`config.mk`:
```
export PLATFORM = sky130hd
export DESIGN_NAME = demux_1ton_stream
export DESIGN_NICKNAME = d
export VERILOG_FILES = /design/src/rtl/demux_1ton_stream.sv
export SDC_FILE = /design/constraint.sdc
export NUM_CORES = 1
export LEC_CHECK = 0
export ABC_AREA = 0
export BUFFER_PORTS_ARGS = -buffer_cell sky130_fd_sc_hd__buf_2
export CAP_MARGIN = 40
export CELL_PAD_IN_SITES_DETAIL_PLACEMENT = 1
export CELL_PAD_IN_SITES_GLOBAL_PLACEMENT = 1
export CORE_MARGIN = 2
export CORE_UTILIZATION = 40
export DETAILED_ROUTE_END_ITERATION = 10
export GPL_ROUTABILITY_DRIVEN = 0
export PLACE_DENSITY_LB_ADDON = 0.1
export SLEW_MARGIN = 20
export SYNTH_ARGS = -nofsm -noshare
export SYNTH_HDL_FRONTEND = slang
export SYNTH_SLANG_ARGS = --single-unit
```
`constraint.sdc`:
```
create_clock -name clk -period 2.25 [get_ports clk]
set_clock_uncertainty 0.2 [all_clocks]
set_input_delay 0.3375 -clock clk [delete_from_list [all_inputs] [get_ports clk]]
set_output_delay 0.3375 -clock clk [all_outputs]
set_load 0.1 [all_outputs]
```
`src/rtl/demux_1ton_stream.sv`:
```
`default_nettype none
// ============================================================================
//  Module      : demux_1ton_stream
//  Description : Registered 1-to-N stream demultiplexer with valid/ready
//                handshake. Each word goes to the channel chosen by in_sel,
//                or to every channel when in_bcast is set. Every channel owns
//                a one-entry output register, so a stalled consumer only
//                blocks traffic aimed at its own channel. Words addressed to
//                a non-existent channel are accepted, discarded and counted
//                in a saturating drop counter.
//  Revision    : 1.0 - initial release
// ============================================================================
module demux_1ton_stream #(
   parameter int WIDTH = 32,
   parameter int N     = 4,
   parameter int SEL_W = 2,
   parameter int CNT_W = 8
) (
   input  logic               clk,
   input  logic               rst_n,
   input  logic               in_valid,
   output logic               in_ready,
   input  logic [WIDTH-1:0]   in_data,
   input  logic [SEL_W-1:0]   in_sel,
   input  logic               in_bcast,
   output logic [N-1:0]       out_valid,
   input  logic [N-1:0]       out_ready,
   output logic [N*WIDTH-1:0] out_data,
   output logic [CNT_W-1:0]   drop_cnt
);

   // All-ones value at which the drop counter stops counting.
   localparam logic [CNT_W-1:0] c_CNT_MAX = {CNT_W{1'b1}};

   logic             r_valid [N];
   logic [WIDTH-1:0] r_data  [N];
   logic [CNT_W-1:0] r_drop_cnt;

   logic [N-1:0]     w_sel_hit;   // one-hot decode of in_sel (all zero when out of range)
   logic [N-1:0]     w_can_acc;   // slot is free now or is being drained this cycle
   logic [N-1:0]     w_load;      // slot captures in_data at the next edge
   logic             w_in_range;
   logic             w_xfer;
   logic             w_drop;

   // Channel decode, slot acceptance and per-slot registers.
   generate
      for (genvar k = 0; k < N; k++) begin : g_chan
         // The extra top bit keeps the compare exact for any SEL_W/N pairing.
         assign w_sel_hit[k] = ({1'b0, in_sel} == (SEL_W+1)'(k));
         assign w_can_acc[k] = ~r_valid[k] | out_ready[k];
         assign w_load[k]    = w_xfer & (in_bcast | w_sel_hit[k]);
         assign out_valid[k] = r_valid[k];
         assign out_data[k*WIDTH +: WIDTH] = r_data[k];

         // Slot register: a load wins over a drain, so drain+load keeps the
         // slot full with the new word; data is left untouched when idle.
         always_ff @(posedge clk or negedge rst_n) begin
            if (!rst_n) begin
               r_valid[k] <= 1'b0;
               r_data[k]  <= '0;
            end else if (w_load[k]) begin
               r_valid[k] <= 1'b1;
               r_data[k]  <= in_data;
            end else if (out_ready[k]) begin
               r_valid[k] <= 1'b0;
            end
         end
      end
   endgenerate

   assign w_in_range = |w_sel_hit;

   // Ready depends only on slot state, out_ready and the routing fields, never
   // on in_valid. Broadcast is all-or-nothing; out-of-range words always go.
   always_comb begin
      in_ready = 1'b1;
      if (in_bcast) begin
         in_ready = &w_can_acc;
      end else if (w_in_range) begin
         in_ready = |(w_sel_hit & w_can_acc);
      end
   end

   assign w_xfer = in_valid & in_ready;
   assign w_drop = w_xfer & ~in_bcast & ~w_in_range;

   // Saturating count of words discarded for an out-of-range channel index.
   always_ff @(posedge clk or negedge rst_n) begin
      if (!rst_n) begin
         r_drop_cnt <= '0;
      end else if (w_drop && (r_drop_cnt != c_CNT_MAX)) begin
         r_drop_cnt <= r_drop_cnt + 1'b1;
      end
   end

   assign drop_cnt = r_drop_cnt;

endmodule
`default_nettype wire

```
=== Yosys cells after proc, flatten, opt, wreduce, memory -nomap -nowiden ===
Index checks and enable logic that the tools add are counted.

* Add/subtract/negate cells: 1
* Eq/ne operators: 4
* Muxes and demuxes: 10
* Bitwise gates (word level): 22
* Reduce and logical (&&, ||, !) cells: 9

{| class="wikitable"
|+ Operators by type and width
! operator !! count
|-
| $mux 1 || 10
|-
| $add 8x1->8 const B || 1
|-
| $ne 8x8->1 const B || 1
|-
| $or 1x1->1 || 8
|-
| $reduce_bool 2->1 || 4
|-
| $reduce_or 4->1 || 2
|-
| $and 1x1->1 || 7
|-
| $not 1->1 || 6
|-
| $and 4x4->4 || 1
|-
| $eq 2x2->1 const B || 2
|-
| $reduce_and 4->1 || 1
|-
| $eq 2x1->1 const B || 1
|-
| $logic_not 2->1 || 1
|-
| $logic_and 1x1->1 || 1
|}

* Register bits after elaboration: 140
* Bits of input ports: 42

=== Depth between registers and ports, before layout ===
* Depth after elaboration: 10
* Mapped depth: 6
* Depth with buffers taken out: 4

=== Least setup slack after synthesis ===
OpenSTA, ideal clock, no wires.

* Path kind: flip-flop to output port
* From: register r_valid (netlist bit out_valid[2])
* To: output port in_ready
* Arrival time: 2.793 ns
* Data required time: 1.712 ns
* Slack: -1.080 ns
* Stages on the path, launching flop included: 5
* Buffers on the path: 0
* Cells stage by stage: dfrtp_1 -> nor2b_1 -> nor2_1 -> a21oi_1 -> o22ai_1

* Word-level cells in the longest chain between the ends: 6
* Elaborated cells on any way between the ends: 7

{| class="wikitable"
|+ Ends and longest elaborated chain
! what !! line !! source
|-
| from (decl) || 35 || <nowiki>logic r_valid [N];</nowiki>
|-
| from (signal, indexed assignment) || 60 || <nowiki>r_valid[k] <= 1'b0;</nowiki>
|-
| from (signal, indexed assignment) || 63 || <nowiki>r_valid[k] <= 1'b1;</nowiki>
|-
| from (signal, indexed assignment) || 66 || <nowiki>r_valid[k] <= 1'b0;</nowiki>
|-
| $not 1->1 (*) || 51 || <nowiki>assign w_can_acc[k] = ~r_valid[k] | out_ready[k];</nowiki>
|-
| $or 1x1->1 (*) || 51 ||
|-
| $and 4x4->4 || 81 || <nowiki>in_ready = |(w_sel_hit & w_can_acc);</nowiki>
|-
| $reduce_or 4->1 || 81 ||
|-
| $mux 1 || 80 || <nowiki>end else if (w_in_range) begin</nowiki>
|-
| $mux 1 (*) || 78 || <nowiki>if (in_bcast) begin</nowiki>
|-
| to (decl) || 22 || <nowiki>output logic in_ready,</nowiki>
|}

Every way passes the cells marked *; elsewhere a longest branch is shown, timed or not.

=== Worst setup path after layout ===
* From: register r_valid (netlist bit out_valid[0])
* To: output port in_ready

Same word-level chain as after synthesis.

==> results.cfg <==
[run_status]
outcome = finished clean

[floorplanning]
design.die.area_um2 = 14400
std_cell_rows = 42
die_span_in_x_um = 120
die_height_um = 120
fp.coreArea_um2 = 13200
pin_count = 183
floorplan.initialDensity_pct = 41.0

[grt]
grt_pass1_wl_um = 21400
number_of_antenna_violations_at_the_first_check_in_global_routing = 0
gr-total-overflow = 0
first_global_vias = 3817
pin_count_of_the_biggest_net_entering_global_routing = 47
globalRouteTotalUtil_pct = 19.7

[synth]
synth-seq-cells = 140
synth_edf_count = 0
cells_after_synth = 318
ys_dominant_reg_cell = sky130_fd_sc_hd__dfrtp_1
ys.warnings.count = 0
synth.net_count = 360
ys_types = 28
seq_area_frac_synth_pct = 64.9
post_synthesis_instance_area_um2 = 5400
synthesis.area_per_instance_um2 = 17.0
synth_async_sr_flop_share_pct = 100

[layout]
layout_commonest_cell = sky130_fd_sc_hd__buf_2
mostFrequentLayoutCells = sky130_fd_sc_hd__buf_2 (180), sky130_fd_sc_hd__dfrtp_1 (136), sky130_fd_sc_hd__mux2_2 (69)
nets = 589
layout_stage_area_growth_over_the_synthesis_result_pct = 42.0
layout_cell_share_with_drive_strength_beyond_1_pct = 61.1
design_area_um2 = 7670
layout.cells.non_filler = 736
postLayoutCoreUtil_pct = 58.2
n_antenna_cell = 0

[clock_tree]
clk_pin_slew_worst_paths_ns = 0.05
cts_tree = done
clock_buffer_depth = 2
worst_skew_pair.late_latency_ns = 0.41
cts_made_buffers = 17
ctsRootBufferMaster = sky130_fd_sc_hd__clkbuf_16
clkSinkCount = 140
h-tree-depth = 4

[placed_design]
postPlaceCellArea_um2 = 6680
final_hpwl_from_detailed_placement_um = 9100
dp_cells = 670
port_buffers = 182

[worst_setup_path]
worstSetupPathType = flop to output pin
cp.buffers_inverters = 1
worst_ep_arrival_time_ns = 1.67
timing.critical_path.required_ns = 1.71
cp_cell_sequence = nor3b_1, a211oi_2, a21oi_2, o22ai_4, buf_12
crit_family = flip-flops
worstSetupEndpointType = output pin
worst_setup_path_start_kind = flop
timing.critical_path.slowest_cell_delay_ns = 0.37
cp_max_fo = 3
crit_path_top_delay_cell = sky130_fd_sc_hd__dfrtp_2

[timing]
timing.final.max_slew_violations = 0
finalSetupViolCount = 0
post-route-min-period_ns = 2.21
setup_tns_ns = 0
min_period_over_period_pct = 98.3
slew_headroom_pct = 65.2
tightestPinTransition_ns = 0.526
grt_setup_unrepaired = true
final-hold-violation-count = 0
timing.fmax_ghz = 0.452

[route]
post-route-drc-count = 0
firstDrtPassIters = 4
post_drt_wl_per_cell_um = 18.1
drt_iter0_markers = 105
route.vias.total = 3503
wl_um = 13300
postRouteAntennaNets = 0
detail_route.vias_per_cell = 4.76

[hold_path]
hold_path.class = input port to flop

[job]
drv_cap = 0
## worst min-delay path: stages
cell	delay [ns]
sky130_fd_sc_hd__buf_2	0.10
sky130_fd_sc_hd__nand2b_1	0.13
sky130_fd_sc_hd__nand2_1	0.05
## sequential cells by signal, indices dropped and copies added, names as in the netlist
| register | flops |
|---|---|
| drop_cnt | 8 |
| out_data | 128 |
| out_valid | 4 |
## Yosys cell counts, drive strengths merged, types with 2 or more instances
master / count / area share, %
buf: 13 / 1.9
nor2: 2 / 0.14
dfrtp: 140 / 65
clkbuf: 8 / 0.56
mux2: 128 / 29
nor2b: 4 / 0.51
nor3b: 3 / 0.42
nand2: 3 / 0.21
nand2b: 4 / 0.51
## routing by layer
metal  vias to the layer above  wire length (um)  track usage [%]  share of wire (%)
met5                         -                 0                0                  0
met4                         0               362             9.63                2.7
met2                       117              6560             31.1                 49
met3                        28               904             5.94                6.8
li1                       1585                 -                -                  -
met1                      1773              5520             24.7                 41
## logic make-up after synthesis
family	count (synthesis)	share of synthesized area, %
flip-flops	140	64.9
buffers and inverters	22	2.57
AO/OA/AOI/OAI	8	1.39
AND/OR/NAND/NOR	20	2.62
multiplexers	128	28.6
## what timing repair did
item	4_1_cts	5_1_grt
hold buffers	33	0
gates resized for setup	4	0
setup buffers	1	0
setup endpoints to repair	1	1
pin swaps	2	1
gates cloned	0	0
endpoints found under the hold margin	155	0
## worst paths after layout
check,startpoint,to,slack (ns),depth (start not counted)
min in group asynchronous,rst_n,out_data[4],0.23,2
worst max register to register,out_valid[1],out_data[33],0.15,5
worst min register to register,drop_cnt[1],drop_cnt[1],0.17,0
worst min-delay path,out_ready[2],out_valid[2],0.04,3
worst max-delay path,out_valid[0],in_ready,0.04,5
max in group asynchronous,rst_n,out_data[74],1.03,3
## final cells by class
type	instances	area (um2)
Fill cell	1303	5520
Sequential cell	140	3520
Timing Repair Buffer	231	1480
Multi-Input combinational cell	156	1810
Clock buffer	21	470
Tap cell	176	220
Inverter	1	3.75
Clock inverter	11	165
## stage by stage
| stage | worst slack, ns | hold WS (ns) |
|---|---|---|
| floorplan | -0.0121 | -0.158 |
| global placement | 0.164 | 0.104 |
| detailed placement | 0.0854 | 0.107 |
| CTS | 0.00351 | 0.0168 |
| global route | -0.0288 | 0.0774 |
| finish | 0.0386 | 0.0391 |
Power is not shown: default switching activity piles up to over one toggle a cycle in this logic, so the estimate is an artifact.
